File: src/rtl/case_resp_pkg.sv
// Shared definitions for the case-response driver and its matching responder model.
package case_resp_pkg;

  localparam int CODE_W_DEF = 4;

  typedef enum logic [2:0] {
    ST_IDLE   = 3'd0,
    ST_DRIVE  = 3'd1,
    ST_SETTLE = 3'd2,
    ST_CHECK  = 3'd3,
    ST_GAP    = 3'd4,
    ST_NEXT   = 3'd5,
    ST_TAIL   = 3'd6,
    ST_DONE   = 3'd7
  } state_e;

  function automatic int maxOf4(input int a, input int b, input int c, input int d);
    int m;
    m = a;
    if (b > m) m = b;
    if (c > m) m = c;
    if (d > m) m = d;
    return m;
  endfunction

endpackage

File: src/rtl/case_resp_timer.sv
// Loadable down-counter with a zero flag, shared by the settle, gap and tail waits.
module case_resp_timer #(
  parameter int W = 4
) (
  input  logic         clk,
  input  logic         rst_n,
  input  logic         load_i,
  input  logic [W-1:0] load_val_i,
  input  logic         dec_i,
  output logic         zero_o
);

  logic [W-1:0] cnt_q;

  always_ff @(posedge clk or negedge rst_n) begin
    if (!rst_n) begin
      cnt_q <= '0;
    end else if (load_i) begin
      cnt_q <= load_val_i;
    end else if (dec_i) begin
      cnt_q <= cnt_q - W'(1);
    end
  end

  assign zero_o = (cnt_q == '0);

endmodule

File: src/rtl/case_resp_driver.sv
// Case-response initiator: steps a code bus, waits for the responder to settle,
// compares its result and accumulates a pass/fail verdict with error bookkeeping.
module case_resp_driver
  import case_resp_pkg::*;
#(
  parameter int CODE_W    = CODE_W_DEF,
  parameter int NUM_STEPS = 3,
  parameter int SETTLE    = 5,
  parameter int GAP       = 1,
  parameter int TAIL      = 10
) (
  input  logic              clk,
  input  logic              rst_n,
  input  logic              start,
  input  logic [CODE_W-1:0] resp,
  output logic [CODE_W-1:0] code,
  output logic              code_vld,
  output logic              busy,
  output logic              done,
  output logic              pass,
  output logic [CODE_W-1:0] fail_step,
  output logic [CODE_W-1:0] err_cnt
);

  localparam int CNT_W = $clog2(maxOf4(NUM_STEPS, SETTLE, GAP, TAIL) + 1);
  localparam logic [CNT_W-1:0] LAST_STEP = CNT_W'(NUM_STEPS - 1);
  localparam logic [CNT_W-1:0] SETTLE_LD = CNT_W'(SETTLE - 1);
  localparam logic [CNT_W-1:0] GAP_LD    = CNT_W'((GAP > 0) ? GAP - 1 : 0);
  localparam logic [CNT_W-1:0] TAIL_LD   = CNT_W'((TAIL > 0) ? TAIL - 1 : 0);

  state_e            state_q;
  logic [CNT_W-1:0]  step_q;
  logic [CODE_W-1:0] code_q;
  logic              code_vld_q;
  logic              busy_q;
  logic              done_q;
  logic              pass_q;
  logic [CODE_W-1:0] fail_step_q;
  logic [CODE_W-1:0] err_cnt_q;

  logic              tmrLoad_d;
  logic [CNT_W-1:0]  tmrLoadVal_d;
  logic              tmrDec_d;
  logic              tmrZero;
  logic              lastStep;

  assign lastStep = (step_q == LAST_STEP);

  // One timer serves all waits; it is loaded on the cycle before each wait begins.
  always_comb begin
    tmrLoad_d    = 1'b0;
    tmrLoadVal_d = SETTLE_LD;
    tmrDec_d     = 1'b0;
    case (state_q)
      ST_DRIVE: begin
        tmrLoad_d    = 1'b1;
        tmrLoadVal_d = SETTLE_LD;
      end
      ST_CHECK: begin
        tmrLoad_d    = (GAP > 0);
        tmrLoadVal_d = GAP_LD;
      end
      ST_NEXT: begin
        tmrLoad_d    = lastStep;
        tmrLoadVal_d = TAIL_LD;
      end
      ST_SETTLE, ST_GAP, ST_TAIL: tmrDec_d = !tmrZero;
      default: ;
    endcase
  end

  case_resp_timer #(.W(CNT_W)) u_timer (
    .clk       (clk),
    .rst_n     (rst_n),
    .load_i    (tmrLoad_d),
    .load_val_i(tmrLoadVal_d),
    .dec_i     (tmrDec_d),
    .zero_o    (tmrZero)
  );

  always_ff @(posedge clk or negedge rst_n) begin
    if (!rst_n) begin
      state_q     <= ST_IDLE;
      step_q      <= '0;
      code_q      <= '0;
      code_vld_q  <= 1'b0;
      busy_q      <= 1'b0;
      done_q      <= 1'b0;
      pass_q      <= 1'b0;
      fail_step_q <= '0;
      err_cnt_q   <= '0;
    end else begin
      case (state_q)
        ST_IDLE, ST_DONE: begin
          if (start) begin
            state_q     <= ST_DRIVE;
            step_q      <= '0;
            err_cnt_q   <= '0;
            fail_step_q <= '0;
            pass_q      <= 1'b0;
            done_q      <= 1'b0;
            busy_q      <= 1'b1;
          end
        end
        ST_DRIVE: begin
          code_q     <= CODE_W'(step_q);
          code_vld_q <= 1'b1;
          state_q    <= ST_SETTLE;
        end
        ST_SETTLE: begin
          if (tmrZero) state_q <= ST_CHECK;
        end
        ST_CHECK: begin
          // X/Z on resp must register as a mismatch, hence the case inequality.
          if (resp !== code_q) begin
            if (err_cnt_q != '1) err_cnt_q <= err_cnt_q + CODE_W'(1);
            if (err_cnt_q == '0) fail_step_q <= code_q;
          end
          state_q <= (GAP > 0) ? ST_GAP : ST_NEXT;
        end
        ST_GAP: begin
          if (tmrZero) state_q <= ST_NEXT;
        end
        ST_NEXT: begin
          if (lastStep) begin
            code_vld_q <= 1'b0;
            if (TAIL == 0) begin
              state_q <= ST_DONE;
              done_q  <= 1'b1;
              busy_q  <= 1'b0;
              pass_q  <= (err_cnt_q == '0);
            end else begin
              state_q <= ST_TAIL;
            end
          end else begin
            step_q  <= step_q + CNT_W'(1);
            state_q <= ST_DRIVE;
          end
        end
        ST_TAIL: begin
          if (tmrZero) begin
            state_q <= ST_DONE;
            done_q  <= 1'b1;
            busy_q  <= 1'b0;
            pass_q  <= (err_cnt_q == '0);
          end
        end
        default: state_q <= ST_IDLE;
      endcase
    end
  end

  assign code      = code_q;
  assign code_vld  = code_vld_q;
  assign busy      = busy_q;
  assign done      = done_q;
  assign pass      = pass_q;
  assign fail_step = fail_step_q;
  assign err_cnt   = err_cnt_q;

endmodule

File: config.mk
export PLATFORM = sky130hd
export DESIGN_NAME = case_resp_driver
export DESIGN_NICKNAME = d
export VERILOG_FILES = /design/src/rtl/case_resp_pkg.sv /design/src/rtl/case_resp_timer.sv /design/src/rtl/case_resp_driver.sv
export SDC_FILE = /design/constraint.sdc
export NUM_CORES = 1
export LEC_CHECK = 0
export ABC_AREA = 0
export BUFFER_PORTS_ARGS = -buffer_cell sky130_fd_sc_hd__buf_2
export CELL_PAD_IN_SITES_DETAIL_PLACEMENT = 1
export CELL_PAD_IN_SITES_GLOBAL_PLACEMENT = 2
export CORE_ASPECT_RATIO = 0.9
export CORE_MARGIN = 4
export CORE_UTILIZATION = 38
export DETAILED_ROUTE_END_ITERATION = 6
export GPL_TIMING_DRIVEN = 0
export PLACE_DENSITY = 0.81
export REMOVE_ABC_BUFFERS = 1
export SYNTH_ARGS = -nofsm -noshare
export SYNTH_HDL_FRONTEND = slang
export SYNTH_SLANG_ARGS = --single-unit
File: constraint.sdc
create_clock -name clk -period 4.6 [get_ports clk]
set_clock_uncertainty 0.2 [all_clocks]
set_input_delay 0.23 -clock clk [delete_from_list [all_inputs] [get_ports clk]]
set_output_delay 0.23 -clock clk [all_outputs]
set_load 0.02 [all_outputs]
==> key figures, run 1 <==
Floorplanning
  – Die Height: 67.5 um
  – Core Box Area: 0.00376 mm^2
  – Die width: 74.1 um
  – Die area: 0.00500 mm^2
  – I/O Pins: 23
  – Initial Utilization: 39.7%
  – FP Rows: 21

Outcome
  – Status: completed

Clock tree
  – H-tree levels: 1
  – Clk sinks: 27
  – Clock Path Buffers: 2
  – Worst-Skew Late Latency: 0.27 ns
  – Root buffer cell: clkbuf_8
  – Post-CTS setup buffers: 0
  – CTS tree: yes
  – Clock transition at path regs: 0.09 ns
  – Num CTS Buffers: 3

Worst setup path
  – Worst-path maximum fanout: 20
  – Critical Path AT: 2.40 ns
  – Setup crit start: state_q[2]
  – R2r worst-path depth: 5
  – Worst r2r src: state_q[2]
  – CP Capture Type: register
  – Critical path class: register to register
  – WP data required: 4.60 ns
  – Critical Path Start Type: register

GRT
  – Initial antenna violation count: 0
  – Global Route Usage Sum: 15.5%
  – First-pass GRT wire length: 6.00 mm
  – Total global routing overflow: 0
  – Vias in the first global route: 1,266
  – Largest net degree at the start of global routing: 28

Synth
  – Seq cells post-synth: 27
  – Avg Inst Size Synth: 10.2 um^2
  – Main synth FF type: dfrtp_1
  – Async SR Flop Fraction: 100%
  – Cell Area, Synth: 0.00149 mm^2
  – Part of the Yosys area used for sequential elements: 45.3%
  – Top cell type's share of synthesized area: 45.3%
  – EDFF count, synth: 0
  – Post-synth cell types: 41
  – Synth top area cells: dfrtp_1, ha_1, a32o_1
  – Post-synth top area cell: dfrtp_1
  – Ys Warns: 0
  – Post-Syn Instances: 147

STA
  – Max Freq: 0.417 GHz
  – Final Slew Violations: 0
  – Min cycle time layout: 2.40 ns
  – Worst-Margin Slew: 0.731 ns
  – Slew HR: 50.7%
  – RSZ-0062 raised after global routing: false
  – TNS Setup: 0 ns
  – Hold WS: 0.0999 ns
  – Final setup viols: 0
  – Tcrit/Tclk final: 52.1%
  – Final hold viol count: 0
  – Final worst slack: 2.20 ns

Placement
  – Pre-CTS setup slack: 2.20 ns
  – Routability Congestion: 0.817
  – Post-DP HPWL: 2.64 mm
  – Dpl cells: 208
  – Port bufs: 22

Detailed routing
  – Drt wl/cell: 16.7 um
  – DR vias: 1,242
  – DRT Pass-1 Iters: 4
  – WL final: 3.56 mm
  – DR iter-0 viols: 94
  – Vias per cell: 5.83
  – Post-route DRC violation count: 0
  – DRT antenna net count: 0

Hold path
  – Min-delay worst type: primary input to register
  – Worst Hold Launch: start
  – Hold depth: 3

Power and ir drop
  – Peak VDD IR: 0.000230 V
  – Pwr/cell area: 648 mW/mm^2
  – P_leak: 0.769 nW

Flow run
  – Max Cap Viol: 0

Final layout
  – Non-Filler Instances: 213
  – Most common cell after layout, fill and taps aside: dfrtp_1
  – Final net count: 180
  – Area grow syn2layout: 12.6%
  – Share of cells above drive strength 1: 25.1%
  – Ant diodes: 0
  – Most frequent cells in the layout: dfrtp_1, buf_2, o21ai_0, nor2_1, nor3_1
  – Final Core Density: 44.7%
## per-stage QoR
| stage | area, um^2 | total power [mW] |
|---|---|---|
| 6_report | 1680 | 1.09 |
| 5_1_grt | 1680 | 1.19 |
| 3_5_place_dp | 1630 | 0.960 |
| 3_3_place_gp | 1620 | 0.919 |
| 2_1_floorplan | 1450 | 0.788 |
| 4_1_cts | 1680 | 1.10 |
## per-layer routing
metal | GRT usage, % | up-vias | wire length, um
met5 | 0 | - | 0
met4 | 3.85 | 0 | 23
met3 | 3.27 | 5 | 129
met2 | 25.7 | 21 | 1780
met1 | 20.8 | 633 | 1630
li1 | - | 583 | -
## worst paths after layout
kind / end / slack, ns
setup / recovery: err_cnt[3] / 2.20
hold / removal: state_q[0] / 0.1
setup reg to reg: err_cnt[3] / 2.20
hold reg to reg: code_vld / 0.32
max in group asynchronous: step_q[3] / 3.50
min in group asynchronous: pass / 0.29
## flip-flops by register name, summed over array words and instances, names as in the netlist
name,count
busy,1
step_q,4
code_vld,1
code,4
state_q,3
pass,1
fail_step,4
done,1
err_cnt,4
u_timer.cnt_q,4
## layout make-up
cell class | count | area (um^2)
Clock buffer | 4 | 45.0
Timing Repair Buffer | 24 | 128
Multi-Input combinational cell | 105 | 748
Inverter | 7 | 26.3
Fill cell | 450 | 2080
Sequential cell | 27 | 676
Tap cell | 46 | 57.6
## synth_stat cells (4+ instances only)
cell and instances:
dfrtp_1 27, o21ai_0 10, nor2_1 9, nor3_1 9, inv_1 7, a32o_1 6, nand2_1 6, nand3_1 6
ha_1 5, mux2_2 5, xnor2_1 5, a21oi_1 4, buf_2 4
## critical path, stage by stage, from the launching register on
cell	delay [ns]
dfrtp_1	0.63
and3_1	0.30
o21ai_0	0.59
buf_4	0.29
inv_1	0.12
nor3_1	0.19
## report_power, final
group | switching, mW | internal, mW | leakage, nW | total, mW
clock | 0.0739 | 0.0621 | 0.0228 | 0.136
combinational | 0.275 | 0.222 | 0.398 | 0.498
sequential | 0.139 | 0.316 | 0.349 | 0.455
## cells by family after synthesis
group / synth area share, %
compound gates: 15.3
xor+xnor: 3.52
fa+ha+maj: 4.19
buf+inv: 4.61
flops: 45.3
mux: 4.44
simple gates: 22.6
## timing repair
| item | in CTS | in global routing |
|---|---|---|
| endpoints found under the hold margin | 27 | 0 |
| gates resized for setup | 0 | 0 |
| hold buffers | 1 | 0 |
Power figures use the tool's default switching activity.
==> inputs of run 2 (changes only) <==
--- a/config.mk
+++ b/config.mk
@@ -11,10 +11,10 @@
 export CELL_PAD_IN_SITES_GLOBAL_PLACEMENT = 2
 export CORE_ASPECT_RATIO = 0.9
 export CORE_MARGIN = 4
-export CORE_UTILIZATION = 38
+export CORE_UTILIZATION = 32
 export DETAILED_ROUTE_END_ITERATION = 6
 export GPL_TIMING_DRIVEN = 0
-export PLACE_DENSITY = 0.81
+export PLACE_DENSITY = 0.73
 export REMOVE_ABC_BUFFERS = 1
 export SYNTH_ARGS = -nofsm -noshare
 export SYNTH_HDL_FRONTEND = slang
==> constraint.sdc (replaced) <==
create_clock -name clk -period 2 [get_ports clk]
set_clock_uncertainty 0.2 [all_clocks]
set_input_delay 0.1 -clock clk [delete_from_list [all_inputs] [get_ports clk]]
set_output_delay 0.1 -clock clk [all_outputs]
set_load 0.02 [all_outputs]
==> run 2 against run 1 <==
  * Core utilization shrank 4.2 points
  * Global-route usage shrank 2.6 points
  * Hold slack gained 0.071 ns
  * Clock-buffer cell count is the same
  * Cell count grew 9.9%
  * Setup slack lost 2.2 ns
  * Critical path depth shrank 1
  * Highest routed layer unchanged
  * Routed wire length grew 0.65%
  * Sequential cell count is the same
==> key figures, run 2 (same netlist as run 1, synthesis figures left out) <==
Final layout
  – Final net count: 185 (+2.8%)
  – Share of cells above drive strength 1: 33.1% (+8.0 points)
  – Area grow syn2layout: 21.9%
  – Ant diodes: 0 (unchanged)
  – Most frequent cells in the layout: dfrtp_1, buf_2, nor2_1, o21ai_0

Detailed routing
  – Vias per cell: 5.21 (-11%)
  – WL final: 3.59 mm (+0.65%)
  – Post-route DRC violation count: 0 (unchanged)
  – Drt wl/cell: 15.3 um (-8.4%)
  – DRT Pass-1 Iters: 4 (unchanged)
  – DRT antenna net count: 0 (unchanged)
  – DR iter-0 viols: 43 (-54%)
  – DR vias: 1,220 (-1.8%)

Placement
  – Port bufs: 22 (unchanged)
  – Post-DP HPWL: 2.55 mm (-3.4%)
  – Routability Congestion: 0.718 (-12%)

Clock tree
  – Num CTS Buffers: 3 (unchanged)
  – Clock Path Buffers: 2 (unchanged)
  – CTS tree: yes
  – Clock transition at path regs: 0.10 ns (about the same)
  – Worst-Skew Late Latency: 0.27 ns (about the same)
  – Clk sinks: 27 (unchanged)
  – Root buffer cell: clkbuf_8
  – H-tree levels: 1 (unchanged)

Floorplanning
  – Die width: 80.0 um (+8.0%)
  – Core Box Area: 0.00449 mm^2 (+19%)
  – I/O Pins: 23 (unchanged)
  – Initial Utilization: 33.2% (-6.5 points)
  – Die area: 0.00582 mm^2 (+17%)
  – FP Rows: 23 (+9.5%)
  – Die Height: 72.8 um (+7.9%)

Worst setup path
  – Worst r2r src: state_q[0]
  – Critical Path AT: 1.92 ns (-0.48 ns)
  – Critical path class: register to register
  – WP data required: 1.96 ns (-2.64 ns)
  – Worst-path maximum fanout: 12 (-40%)
  – Critical Path Start Type: register
  – Setup crit start: state_q[0]
  – R2R Setup Slk: 0.04 ns (-2.16 ns)
  – R2r worst-path depth: 4 (-1)
  – RR Endpoint: err_cnt[1]
  – CP Capture Type: register

Power and ir drop
  – Design Power: 2.66 mW (+140%)
  – P_leak: 0.813 nW (+5.7%)
  – Pwr/cell area: 1460 mW/mm^2 (+130%)
  – Peak VDD IR: 0.000384 V (+66%)

STA
  – Slew HR: 59.7% (+8.9 points)
  – TNS Setup: 0 ns (unchanged)
  – Final Slew Violations: 0 (unchanged)
  – Min cycle time layout: 1.96 ns (-0.438 ns)
  – RSZ-0062 raised after global routing: true
  – Tcrit/Tclk final: 98.0% (+46 points)
  – Final hold viol count: 0 (unchanged)
  – Final setup viols: 0 (unchanged)
  – Max Freq: 0.510 GHz (+22%)
  – Hold WS: 0.170 ns (+0.0706 ns)
  – Worst-Margin Slew: 0.605 ns (-0.126 ns)

GRT
  – Initial antenna violation count: 0 (unchanged)
  – Largest net degree at the start of global routing: 28 (unchanged)
  – Global Route Usage Sum: 13.0% (-2.6 points)
  – First-pass GRT wire length: 5.97 mm (-0.58%)
  – Total global routing overflow: 0 (unchanged)
  – Vias in the first global route: 1,234 (-2.5%)

Flow run
  – Max Cap Viol: 0 (unchanged)

Hold path
  – Min-delay worst type: primary input to asynchronous set/reset pin

Outcome
  – Status: completed
## run 2: cell types whose count changed in the layout (fill, tap and decap cells not counted), moves of 2 or more
cell,before,now
buf_4,1,4
nor3b_2,0,3
dfrtp_2,0,3
nor3_1,9,7
nor3_4,0,2
nor3b_1,3,0
dfrtp_1,27,23
## run 2: worst max-delay path: stages, from the launching register on
cell and delay (ns):
dfrtp_4 0.58, nor4b_4 0.34, a31oi_2 0.08, or3_4 0.39, a32o_1 0.26
## run 2: area by class of cell
type / count / area, um^2
fillers: 521 / 2670
multi-input cells: 105 / 822
inverters: 7 / 26.3
flip-flops and latches: 27 / 683
clock buffers: 4 / 45.0
repair buffers: 29 / 165
well taps: 62 / 77.6
## run 2: per-layer routing
layer	wire, um	part of all wire, %	track usage (%)	up-vias
met5	0	0	0	-
met4	17	0.47	2.81	0
met3	69	1.9	1.85	2
met2	1730	48	21.4	7
met1	1770	49	18.2	617
li1	-	-	-	594
## run 2: through the flow
stage	cells	util, %	cell area, um^2	setup WS [ns]
finish	234	40.5	1820	0.0400
global route	234	40.5	1820	-0.0107
CTS	230	39.0	1750	0.00648
detailed placement	223	36.5	1640	-0.477
global placement	223	36.5	1640	-0.929
floorplan	139	-	1450	-0.0741
## run 2: where the power goes
group          leakage [nW]  total (mW)  internal [mW]  switching [mW]
Combinational         0.446        1.28          0.596           0.687
Clock                0.0228       0.311          0.143           0.168
Sequential            0.344        1.07          0.740           0.327
Total                 0.813        2.66           1.48            1.18
## run 2: worst max path at each step
stage / endpoint / slack, ns
after floorplan: err_cnt[3] / -0.07
after global placement: err_cnt[3] / -0.93
after global routing: err_cnt[1] / -0.01
after CTS: err_cnt[1] / 0.006
after detailed placement: err_cnt[3] / -0.48
final: err_cnt[1] / 0.04
## run 2: repair_timing
action	in CTS	in global routing
gates resized for setup	11	7
endpoints found under the setup margin	18	12
hold endpoints to repair	28	0
pin swaps	1	3
cloned	0	0
hold buffers	2	0
buffers inserted	1	4
